**src/rtl/conv_cfg_pkg.sv**
```systemverilog
// Register map and FSM state shared between the configuration master
// and the convolution controller's slave decode.
package conv_cfg_pkg;

   localparam int unsigned CTRL_OFS        = 0;
   localparam int unsigned RST_OFS         = 4;
   localparam int unsigned WIDTH_OFS       = 16;
   localparam int unsigned HEIGHT_OFS      = 20;
   localparam int unsigned FILTER_BASE_OFS = 24;

   typedef enum logic [2:0] {
      ST_IDLE,
      ST_WRITE,
      ST_WAIT_B,
      ST_DONE,
      ST_ERR
   } state_t;

   // Length of the register write list for a given kernel and soft-reset option.
   function automatic int unsigned num_writes(input int unsigned kernel_size,
                                              input bit          soft_reset_en);
      return 3 + kernel_size * kernel_size + (soft_reset_en ? 1 : 0);
   endfunction

endpackage

```
**src/rtl/conv_cfg_master.sv**
```systemverilog
// AXI4-Lite write-only master: on start, snapshots the picture/filter
// configuration and writes the controller registers one transaction at a time.
module conv_cfg_master
   import conv_cfg_pkg::*;
#(
   parameter int unsigned ADDR_WIDTH     = 10,
   parameter int unsigned KERNEL_SIZE    = 3,
   parameter bit          SOFT_RESET_EN  = 1'b1,
   parameter int unsigned TIMEOUT_CYCLES = 256
) (
   input  logic                                  axi_clk,
   input  logic                                  axi_reset_n,
   input  logic                                  start,
   input  logic [31:0]                           cfg_width,
   input  logic [31:0]                           cfg_height,
   input  logic [KERNEL_SIZE*KERNEL_SIZE*32-1:0] cfg_filter,
   output logic                                  busy,
   output logic                                  done,
   output logic                                  error,
   output logic [ADDR_WIDTH-1:0]                 m_axi_awaddr,
   output logic                                  m_axi_awvalid,
   input  logic                                  m_axi_awready,
   output logic [31:0]                           m_axi_wdata,
   output logic                                  m_axi_wvalid,
   input  logic                                  m_axi_wready,
   input  logic                                  m_axi_bvalid,
   output logic                                  m_axi_bready
);

   localparam int unsigned NUM_COEF   = KERNEL_SIZE * KERNEL_SIZE;
   localparam int unsigned NUM_WRITES = num_writes(KERNEL_SIZE, SOFT_RESET_EN);
   localparam int unsigned IDX_W      = $clog2(NUM_WRITES);
   localparam int unsigned COEF_W     = (NUM_COEF > 1) ? $clog2(NUM_COEF) : 1;
   localparam int unsigned CNT_W      = $clog2(TIMEOUT_CYCLES + 1);
   // Without the soft reset the list starts at the CTRL entry.
   localparam int unsigned FIRST_POS  = SOFT_RESET_EN ? 0 : 1;

   state_t              state;
   state_t              state_next;
   logic [IDX_W-1:0]    idx;
   logic [CNT_W-1:0]    cnt;
   logic                aw_done;
   logic                w_done;

   logic [31:0]         width_q;
   logic [31:0]         height_q;
   logic [31:0]         filter_q [NUM_COEF];

   logic                aw_hs;
   logic                w_hs;
   logic                phase_done;
   logic                timeout;
   logic                last_write;
   int unsigned         pos;
   logic [COEF_W-1:0]   coef_sel;
   logic [31:0]         coef;
   logic [ADDR_WIDTH-1:0] entry_addr;
   logic [31:0]         entry_data;

   // List position -> {address, data}; positions 4 and up are filter taps.
   function automatic logic [ADDR_WIDTH+31:0] write_entry(input int unsigned pos_in,
                                                          input logic [31:0] w,
                                                          input logic [31:0] h,
                                                          input logic [31:0] c);
      logic [ADDR_WIDTH+31:0] e;
      case (pos_in)
         0:       e = {ADDR_WIDTH'(RST_OFS), 32'd1};
         1:       e = {ADDR_WIDTH'(CTRL_OFS), 32'd1};
         2:       e = {ADDR_WIDTH'(WIDTH_OFS), w};
         3:       e = {ADDR_WIDTH'(HEIGHT_OFS), h};
         default: e = {ADDR_WIDTH'(FILTER_BASE_OFS + 4 * (pos_in - 4)), c};
      endcase
      return e;
   endfunction

   always_comb begin
      // NOTE: every variable gets a default before any branch so no latch is inferred.
      coef_sel = '0;
      pos      = 32'(idx) + FIRST_POS;
      if (pos >= 32'd4) begin
         coef_sel = COEF_W'(pos - 32'd4);
      end
      coef = filter_q[coef_sel];
      {entry_addr, entry_data} = write_entry(pos, width_q, height_q, coef);
   end

   assign m_axi_awvalid = (state == ST_WRITE) && !aw_done;
   assign m_axi_wvalid  = (state == ST_WRITE) && !w_done;
   assign m_axi_bready  = (state == ST_WAIT_B);
   assign m_axi_awaddr  = m_axi_awvalid ? entry_addr : '0;
   assign m_axi_wdata   = m_axi_wvalid  ? entry_data : '0;

   assign busy  = (state == ST_WRITE) || (state == ST_WAIT_B);
   assign done  = (state == ST_DONE);
   assign error = (state == ST_ERR);

   assign aw_hs      = m_axi_awvalid && m_axi_awready;
   assign w_hs       = m_axi_wvalid && m_axi_wready;
   assign phase_done = (aw_done || aw_hs) && (w_done || w_hs);
   assign timeout    = (cnt == CNT_W'(TIMEOUT_CYCLES - 1));
   assign last_write = (idx == IDX_W'(NUM_WRITES - 1));

   always_comb begin
      state_next = state;
      case (state)
         ST_IDLE: begin
            if (start) state_next = ST_WRITE;
         end
         ST_WRITE: begin
            if (phase_done)   state_next = ST_WAIT_B;
            else if (timeout) state_next = ST_ERR;
         end
         ST_WAIT_B: begin
            if (m_axi_bvalid) state_next = last_write ? ST_DONE : ST_WRITE;
            else if (timeout) state_next = ST_ERR;
         end
         ST_DONE: state_next = ST_IDLE;
         ST_ERR:  state_next = ST_IDLE;
         default: state_next = ST_IDLE;
      endcase
   end

   // NOTE: state registers use non-blocking assignments so every flop samples pre-edge values.
   always_ff @(posedge axi_clk) begin
      if (!axi_reset_n) begin
         state   <= ST_IDLE;
         idx     <= '0;
         cnt     <= '0;
         aw_done <= 1'b0;
         w_done  <= 1'b0;
      end else begin
         state <= state_next;

         if (state == ST_IDLE && start) begin
            idx <= '0;
         end else if (state == ST_WAIT_B && m_axi_bvalid && !last_write) begin
            idx <= idx + IDX_W'(1);
         end

         // Any state change restarts the per-phase timeout window.
         if (state_next != state) begin
            cnt <= '0;
         end else if (busy) begin
            cnt <= cnt + CNT_W'(1);
         end

         // Phase-complete flags live only within one WRITE visit.
         if (state == ST_WRITE && state_next == ST_WRITE) begin
            aw_done <= aw_done || aw_hs;
            w_done  <= w_done || w_hs;
         end else begin
            aw_done <= 1'b0;
            w_done  <= 1'b0;
         end
      end
   end

   // NOTE: the snapshot is pure datapath, always loaded before it is read, so it carries no reset.
   always_ff @(posedge axi_clk) begin
      if (state == ST_IDLE && start) begin
         width_q  <= cfg_width;
         height_q <= cfg_height;
         for (int i = 0; i < NUM_COEF; i++) begin
            filter_q[i] <= cfg_filter[i*32 +: 32];
         end
      end
   end

endmodule

```
**config.mk**
```make
export PLATFORM = sky130hd
export DESIGN_NAME = conv_cfg_master
export DESIGN_NICKNAME = d
export VERILOG_FILES = /design/src/rtl/conv_cfg_pkg.sv /design/src/rtl/conv_cfg_master.sv
export SDC_FILE = /design/constraint.sdc
export NUM_CORES = 1
export LEC_CHECK = 0
export BUFFER_PORTS_ARGS = -buffer_cell sky130_fd_sc_hd__buf_2
export CORE_MARGIN = 2
export CORE_UTILIZATION = 40
export DETAILED_ROUTE_END_ITERATION = 8
export PLACE_DENSITY = 0.67
export SLEW_MARGIN = 0
export SYNTH_ARGS = -nofsm -noshare
export SYNTH_HDL_FRONTEND = slang
export SYNTH_SLANG_ARGS = --single-unit
```
**constraint.sdc**
```tcl
create_clock -name axi_clk -period 13.7 [get_ports axi_clk]
set_input_delay 1.37 -clock axi_clk [delete_from_list [all_inputs] [get_ports axi_clk]]
set_output_delay 1.37 -clock axi_clk [all_outputs]
set_load 0.02 [all_outputs]
```
Word level (Yosys, flattened, before mapping)
Memory sizes are Yosys's and may differ from the RTL's. Index checks and enable logic that the tools add are counted.

Register bits after elaboration: 82. Latch bits: 0. Bits in writable memories: 288. ROM bits: 0. Input bits: 358. Output and inout port bits: 48. Logic and storage cells: 57. Memories: 1.

Memory list: filter_q (words 9, width 32, rd ports 1, clocked after Yosys merged registers in 0, wr ports 9, RTL line conv_cfg_master.sv:47) `logic [31:0] filter_q [NUM_COEF];`.

Add/sub/neg operators: 4. $mul: 0. Div/mod/pow operators: 0. $lt $le $gt $ge: 1. Equal/unequal tests: 11. Shift-type cells: 0. Muxes and demuxes: 12. Bitwise logic cells: 1. Reduce and logical (&&, ||, !) cells: 20.

Operators by type and width (count): 42-bit case mux with 4 select lines (1); 32-bit logical NOT (1); 32-bit 2-to-1 mux (1); 3-bit 2-to-1 mux (4); 10-bit 2-to-1 mux (1); 9-bit by 1-bit adder with 9-bit output, second input constant (1); 9-bit by 8-bit equality test with 1-bit output, second input constant (1); 1-bit logical AND (9); 3-bit case mux with 3 select lines (1); 6-bit by 7-bit adder with 8-bit output, first input constant (1); 4-bit by 2-bit equality test with 1-bit output, second input constant (2); 3-bit by 1-bit equality test with 1-bit output, second input constant (2); 3-bit by 2-bit equality test with 1-bit output, second input constant (2); 4-bit by 3-bit subtractor with 5-bit output, second input constant (1); 4-bit by 1-bit adder with 4-bit output, second input constant (1); 4-bit by 1-bit equality test with 1-bit output, second input constant (1); 4-bit equality test, second input constant (1); 4-bit by 3-bit >= comparator with 1-bit output, second input constant (1); 4-bit 2-to-1 mux (1); 2-bit OR reduction (2); 3-bit equality test, second input constant (1); 1-bit logical NOT (3); 3-bit logical NOT (1); 1-bit logical OR (3); 5 further kinds (6).

Logic depth before layout (Yosys ltp)
Depth after elaboration: 10. Depth in mapped cells: 9. Mapped depth without buffers: 8.

Worst setup path after synthesis
Ideal clock, no wire load.

Kind: input -> register. Start point: input start. End point: register idx[0]. Library setup time: 124 ps. Arrival: 10322 ps. Data required time: 13576 ps. Setup slack: 3254 ps. Stages on the path: 4. Path buffers: 0. Path through: nor2b_1 > and2_1 > nand2b_1 > nor2_1.

Cells in the longest elaborated chain, start to end: 2.

RTL lines: from (decl) (RTL line conv_cfg_master.sv:13) `input logic start,`; 1-bit logical AND (RTL line conv_cfg_master.sv:134) `if (state == ST_IDLE && start) begin`; 2-bit OR reduction (no line); to (signal assigned) (RTL line conv_cfg_master.sv:137) `idx <= idx + IDX_W'(1);`; to (decl) (RTL line conv_cfg_master.sv:40) `logic [IDX_W-1:0] idx;`.

Every way passes these cells. A chain may end at the register's enable or synchronous reset.

Worst setup path in the final report
Start point: register idx[0]. End point: output m_axi_wdata[31].

Cells in the longest elaborated chain, start to end: 5. Elaborated cells between the ends (all ways): 10. Those cells by class: add/sub: 1; order compare: 1; eq/ne: 3; mux: 3; reduce/logical: 1; memory: 1.

RTL lines: 4-bit by 3-bit subtractor with 5-bit output or 4-bit by 3-bit >= comparator with 1-bit output (tied branches); 4-bit 2-to-1 mux (RTL line conv_cfg_master.sv:80) `if (pos >= 32'd4) begin`; memory 9 x 32 bit; 42-bit case mux with 4 select lines * (RTL line conv_cfg_master.sv:66) `case (pos_in)`; 32-bit 2-to-1 mux * (RTL line conv_cfg_master.sv:91) `assign m_axi_wdata = m_axi_wvalid ? entry_data : '0;`; to (decl) (RTL line conv_cfg_master.sv:23) `output logic [31:0] m_axi_wdata,`.

Mark *: on every way between the ends. The rest lies on a longest branch, timed or not.

==> results.md <==
- In the final routed layout, each cell accounts on average for 22.54 um.
- On the critical path, the stage with the largest delay is an instance of sky130_fd_sc_hd__o41ai_4.
- Data on the critical path is required at its endpoint by around 12 ns.
- Pin placement for this block handled approximately 400 I/O pins.
- The cell-internal power is approximately 2 mW.
- The clock root buffer is sky130_fd_sc_hd__clkbuf_16.
- Clock latency on the worst-skew pair, taken at its later pin, is 0.56 ns.
- The starting utilization of the core area is roughly two fifths.
- After the last flow step, the layout net total stands at approximately 1.7k.
- Dividing the final minimum period by the clock period gives 40.41%.
- Based on the critical path, the design can be clocked at up to around 180 MHz.
- The kind of start point of the critical path is a register.
- The peak fanout along the critical path is 32.
- Synthesis instantiated between 40 and 50 different standard cells from the library.
- The global-route congestion overflow total is 0.
- Data on the critical path arrives at its endpoint at ~4.2 ns.
- The detailed router finished its first iteration with approximately 960 violations.
- The run finished with clean final reports.
- In this run the power spent charging and discharging nets is around 0.54 mW.
- The smallest clock period supported by the final layout is computed as roughly 5.5 ns.
- The switching share of power is a little over a fifth.
- The residual DRC count is 0.
- The total of warnings raised by yosys is 0.
- Setup repair after global routing left no endpoint under its margin.
- By startpoint and endpoint, the worst setup path is classified as reg2out.
- The worst-case clock buffer depth is 3.
- The die covers between 30,000 and 40,000 um^2.
- The count of nets left with antenna violations once routing finished came out at 0.
- The CTS tree is done.
- The routed design has ~43,000 um of wire.
- The die is slightly below 200 um tall.
- Entering global routing, the biggest net connects a little under 200 pins.
- The register share of total power is 53.1%.
- The worst-case IR drop observed on VDD is 0.0001129 V.
- The width of the die is about 200 um.
- The first global-routing pass estimated just over 60,000 um of wire.
- The worst-case register-to-register setup slack is ~11 ns.
- The number of antenna violations at the first check in global routing is 25.
- The pre-antenna-repair detailed-routing pass consisted of 9 iterations.
- The core outline area is ~37,000 um^2.
- Counting flops and latches in the post-synthesis netlist gives 370.
- In this run, the clock network consumes between 40% and 50% of the power.
- The final standard cell area without fillers is between 15,000 and 20,000 um^2.
- The total of max-cap violations is 0.
- The signal on the critical path passes through inv_1, ha_1, o41ai_4, buf_4, nand2b_4, nor2_1, a211oi_1, buf_2.
- The H-tree generated during clock tree synthesis spans 2 levels.
- The worst clock skew is about 0.016 ns.
- The worst setup path is captured at an output port.
- The post-cts hold buffer count is 0.
- The number of global-route vias before repair is 9,962.
- In the global route stage, overall resource usage came out at a little over a fifth.
- The cell area power density is 135.1 nW/um^2.
- In the final layout, the share of cells above drive strength 1 is between 30% and 40%.
- Clock-pin slew was measured on the worst setup and hold paths at 0.06 ns.
- The post-CTS resize count is 0.
- The max-slew violation count is 0.
- Sequential elements use between 70% and 80% of the synthesized area.
- The area growth from synthesis to layout is 24.80%.
- In this design, the stage delay of the slowest critical-path cell is slightly below 1 ns.
- The number of sinks on the clock net is between 300 and 400.
- The final-report hold violation count is 0.
- Summed over all nets, the half-perimeter wirelength after detailed placement is approximately 29,000 um.
- Setup violations remaining at the end of the flow were counted as 0.
- Buffers inserted during clock tree synthesis total 41.
- The post-synthesis instance area is around 15,000 um^2.
- Counting every instance in the synthesized netlist gives around 950.
- The standard-cell row count is between 70 and 80.
- In the routed layout, each cell is associated on average with a via count of roughly 5.2.
- The leakage power of the design is slightly below 7 nW.
- The family with the most delay on the worst path is compound AO/OA/AOI/OAI gates.
- The part of the total power dissipated in combinational logic is between 5 and 6%.
- Once placement finished, the instance area stood at 17,570 um^2.
- The final total power is approximately 2.6 mW.
- After clock tree synthesis, the setup repair step added 0 buffers.
- The routed via count is 9,921.
- The slew at the pin closest to its max-slew limit is 1.137 ns.
- Buffers placed on the I/O ports in this run total 400.
- The class of the tightest hold or removal check is reg2reg.
- The number of buffers and inverters on the critical path is 3.
- Measured against its own limit, the worst slew margin works out to roughly 24%.
- The average cell area after synthesis is approximately 16 um^2.
- The post-route setup TNS is 0 ns.
- The routability-driven placement congestion ratio is around 0.86.
- The post-layout utilization of the core is between 50% and 60%.
==> synth_stat cells (all sizes together) <==
cell | n | area [um^2]
a2111oi | 1 | 8.760
a211oi | 34 | 400.4
a21boi | 1 | 7.510
a21oi | 40 | 200.2
a222oi | 31 | 310.3
a311oi | 1 | 8.760
a32o | 1 | 10.01
and2 | 5 | 31.28
buf | 34 | 226.5
clkbuf | 34 | 127.6
conb | 1 | 3.750
dfxtp | 18 | 360.4
edfxtp | 352 | 10570
ha | 13 | 162.7
inv | 43 | 161.4
mux2 | 32 | 360.4
mux2i | 64 | 640.6
nand2 | 12 | 45.04
nand2b | 37 | 239.0
nand3 | 3 | 15.01
nand3b | 2 | 15.01
nand4 | 1 | 6.260
nand4b | 1 | 8.760
nor2 | 51 | 191.4
nor2b | 2 | 12.51
nor3 | 4 | 20.02
nor3b | 4 | 46.29
nor4 | 1 | 6.260
nor4b | 4 | 35.03
o21a | 2 | 15.01
o21ai | 4 | 20.02
o221ai | 33 | 295.3
o22ai | 33 | 206.5
o32ai | 1 | 8.760
o41ai | 1 | 27.53
or3 | 32 | 200.2
or3b | 2 | 20.02
xnor2 | 12 | 105.1
xor2 | 1 | 8.760
==> layout make-up <==
class                           instances  area, um^2
Fill cell                            3311       18600
Timing Repair Buffer                  411        2097
Sequential cell                       370       10930
Clock buffer                           49        1077
Clock inverter                         24       196.4
Tap cell                              511       639.4
Inverter                               43       161.4
Multi-Input combinational cell        471        3741
Antenna cell                           19       47.55
==> metal layers <==
layer | track usage, % | vias to the layer above | wire, um
met4 | 9.259 | 14 | 1498
met5 | 0 | - | 92
li1 | - | 4528 | -
met2 | 35.05 | 450 | 20980
met1 | 26.16 | 4835 | 16820
met3 | 5.358 | 94 | 3384
==> path summary, 6_finish.rpt <==
path,from,end,cells after the start
max reg2reg,state[1],filter_q[3][26],3
max,idx[0],m_axi_wdata[31],8
min,cnt[1],cnt[1],2
min reg2reg,cnt[1],cnt[1],2
==> power by group through the flow <==
| stage | Clock, mW | Combinational, mW | Sequential [mW] |
|---|---|---|---|
| final | 1.06 | 0.141 | 1.35 |
| after global routing | 1.13 | 0.154 | 1.36 |
| after CTS | 1.08 | 0.142 | 1.35 |
| after detailed placement | 0 | 0.142 | 1.38 |
| after global placement | 0 | 0.138 | 1.38 |
| after floorplan | 0 | 0.0680 | 1.40 |
==> stage by stage <==
| stage | hold slack (ns) | setup WS, ns | cells |
|---|---|---|---|
| after CTS | 0.5146 | 8.122 | 1879 |
| final | 0.5119 | 8.164 | 1898 |
| after floorplan | 0.4703 | 3.254 | 952 |
| after global routing | 0.5481 | 7.985 | 1896 |
| after detailed placement | 0.5040 | 8.773 | 1806 |
| after global placement | 0.4762 | 8.927 | 1806 |
==> layout by cell type, fill, tap and decap left out, types with 7 or more instances in the layout <==
master                      count
sky130_fd_sc_hd__clkinv_1      13
sky130_fd_sc_hd__o22ai_1       33
sky130_fd_sc_hd__nand2_1       12
sky130_fd_sc_hd__clkbuf_16     42
sky130_fd_sc_hd__dfxtp_1       17
sky130_fd_sc_hd__a21oi_1       40
sky130_fd_sc_hd__a222oi_1      31
sky130_fd_sc_hd__mux2i_1       64
sky130_fd_sc_hd__nand2b_1      35
sky130_fd_sc_hd__mux2_2        32
sky130_fd_sc_hd__or3_1         32
sky130_fd_sc_hd__xnor2_1       12
sky130_fd_sc_hd__nor2_1        50
sky130_fd_sc_hd__buf_2        400
sky130_fd_sc_hd__inv_1         43
sky130_fd_sc_hd__o221ai_1      32
sky130_fd_sc_hd__a211oi_2      29
sky130_fd_sc_hd__diode_2       19
sky130_fd_sc_hd__clkbuf_1       7
sky130_fd_sc_hd__ha_1          10
sky130_fd_sc_hd__buf_4         10
sky130_fd_sc_hd__edfxtp_1     352
==> sequential cells by signal (all words and copies together) (netlist names) <==
name,flops
filter_q,288
idx,4
width_q,32
cnt,9
w_done,1
height_q,32
state,3
aw_done,1
==> logic make-up (layout without fill, tap and decap cells) <==
family,after synthesis,after routing,synth area share [%]
xor+xnor,13,13,0.7521
mux,96,96,6.612
simple gates,161,161,5.893
buf+inv,111,527,3.405
fa+ha+maj,13,13,1.074
other cells,1,24,0.02477
flops,370,370,72.20
compound gates,183,183,10.03
==> worst register-to-register path, cell delays in order (launching register included) <==
cell and delay, ns:
sky130_fd_sc_hd__dfxtp_1 0.42, sky130_fd_sc_hd__nor2b_1 0.28, sky130_fd_sc_hd__and2_4 0.84, sky130_fd_sc_hd__buf_4 1.02
No activity file was read; power rests on OpenSTA's default activity.
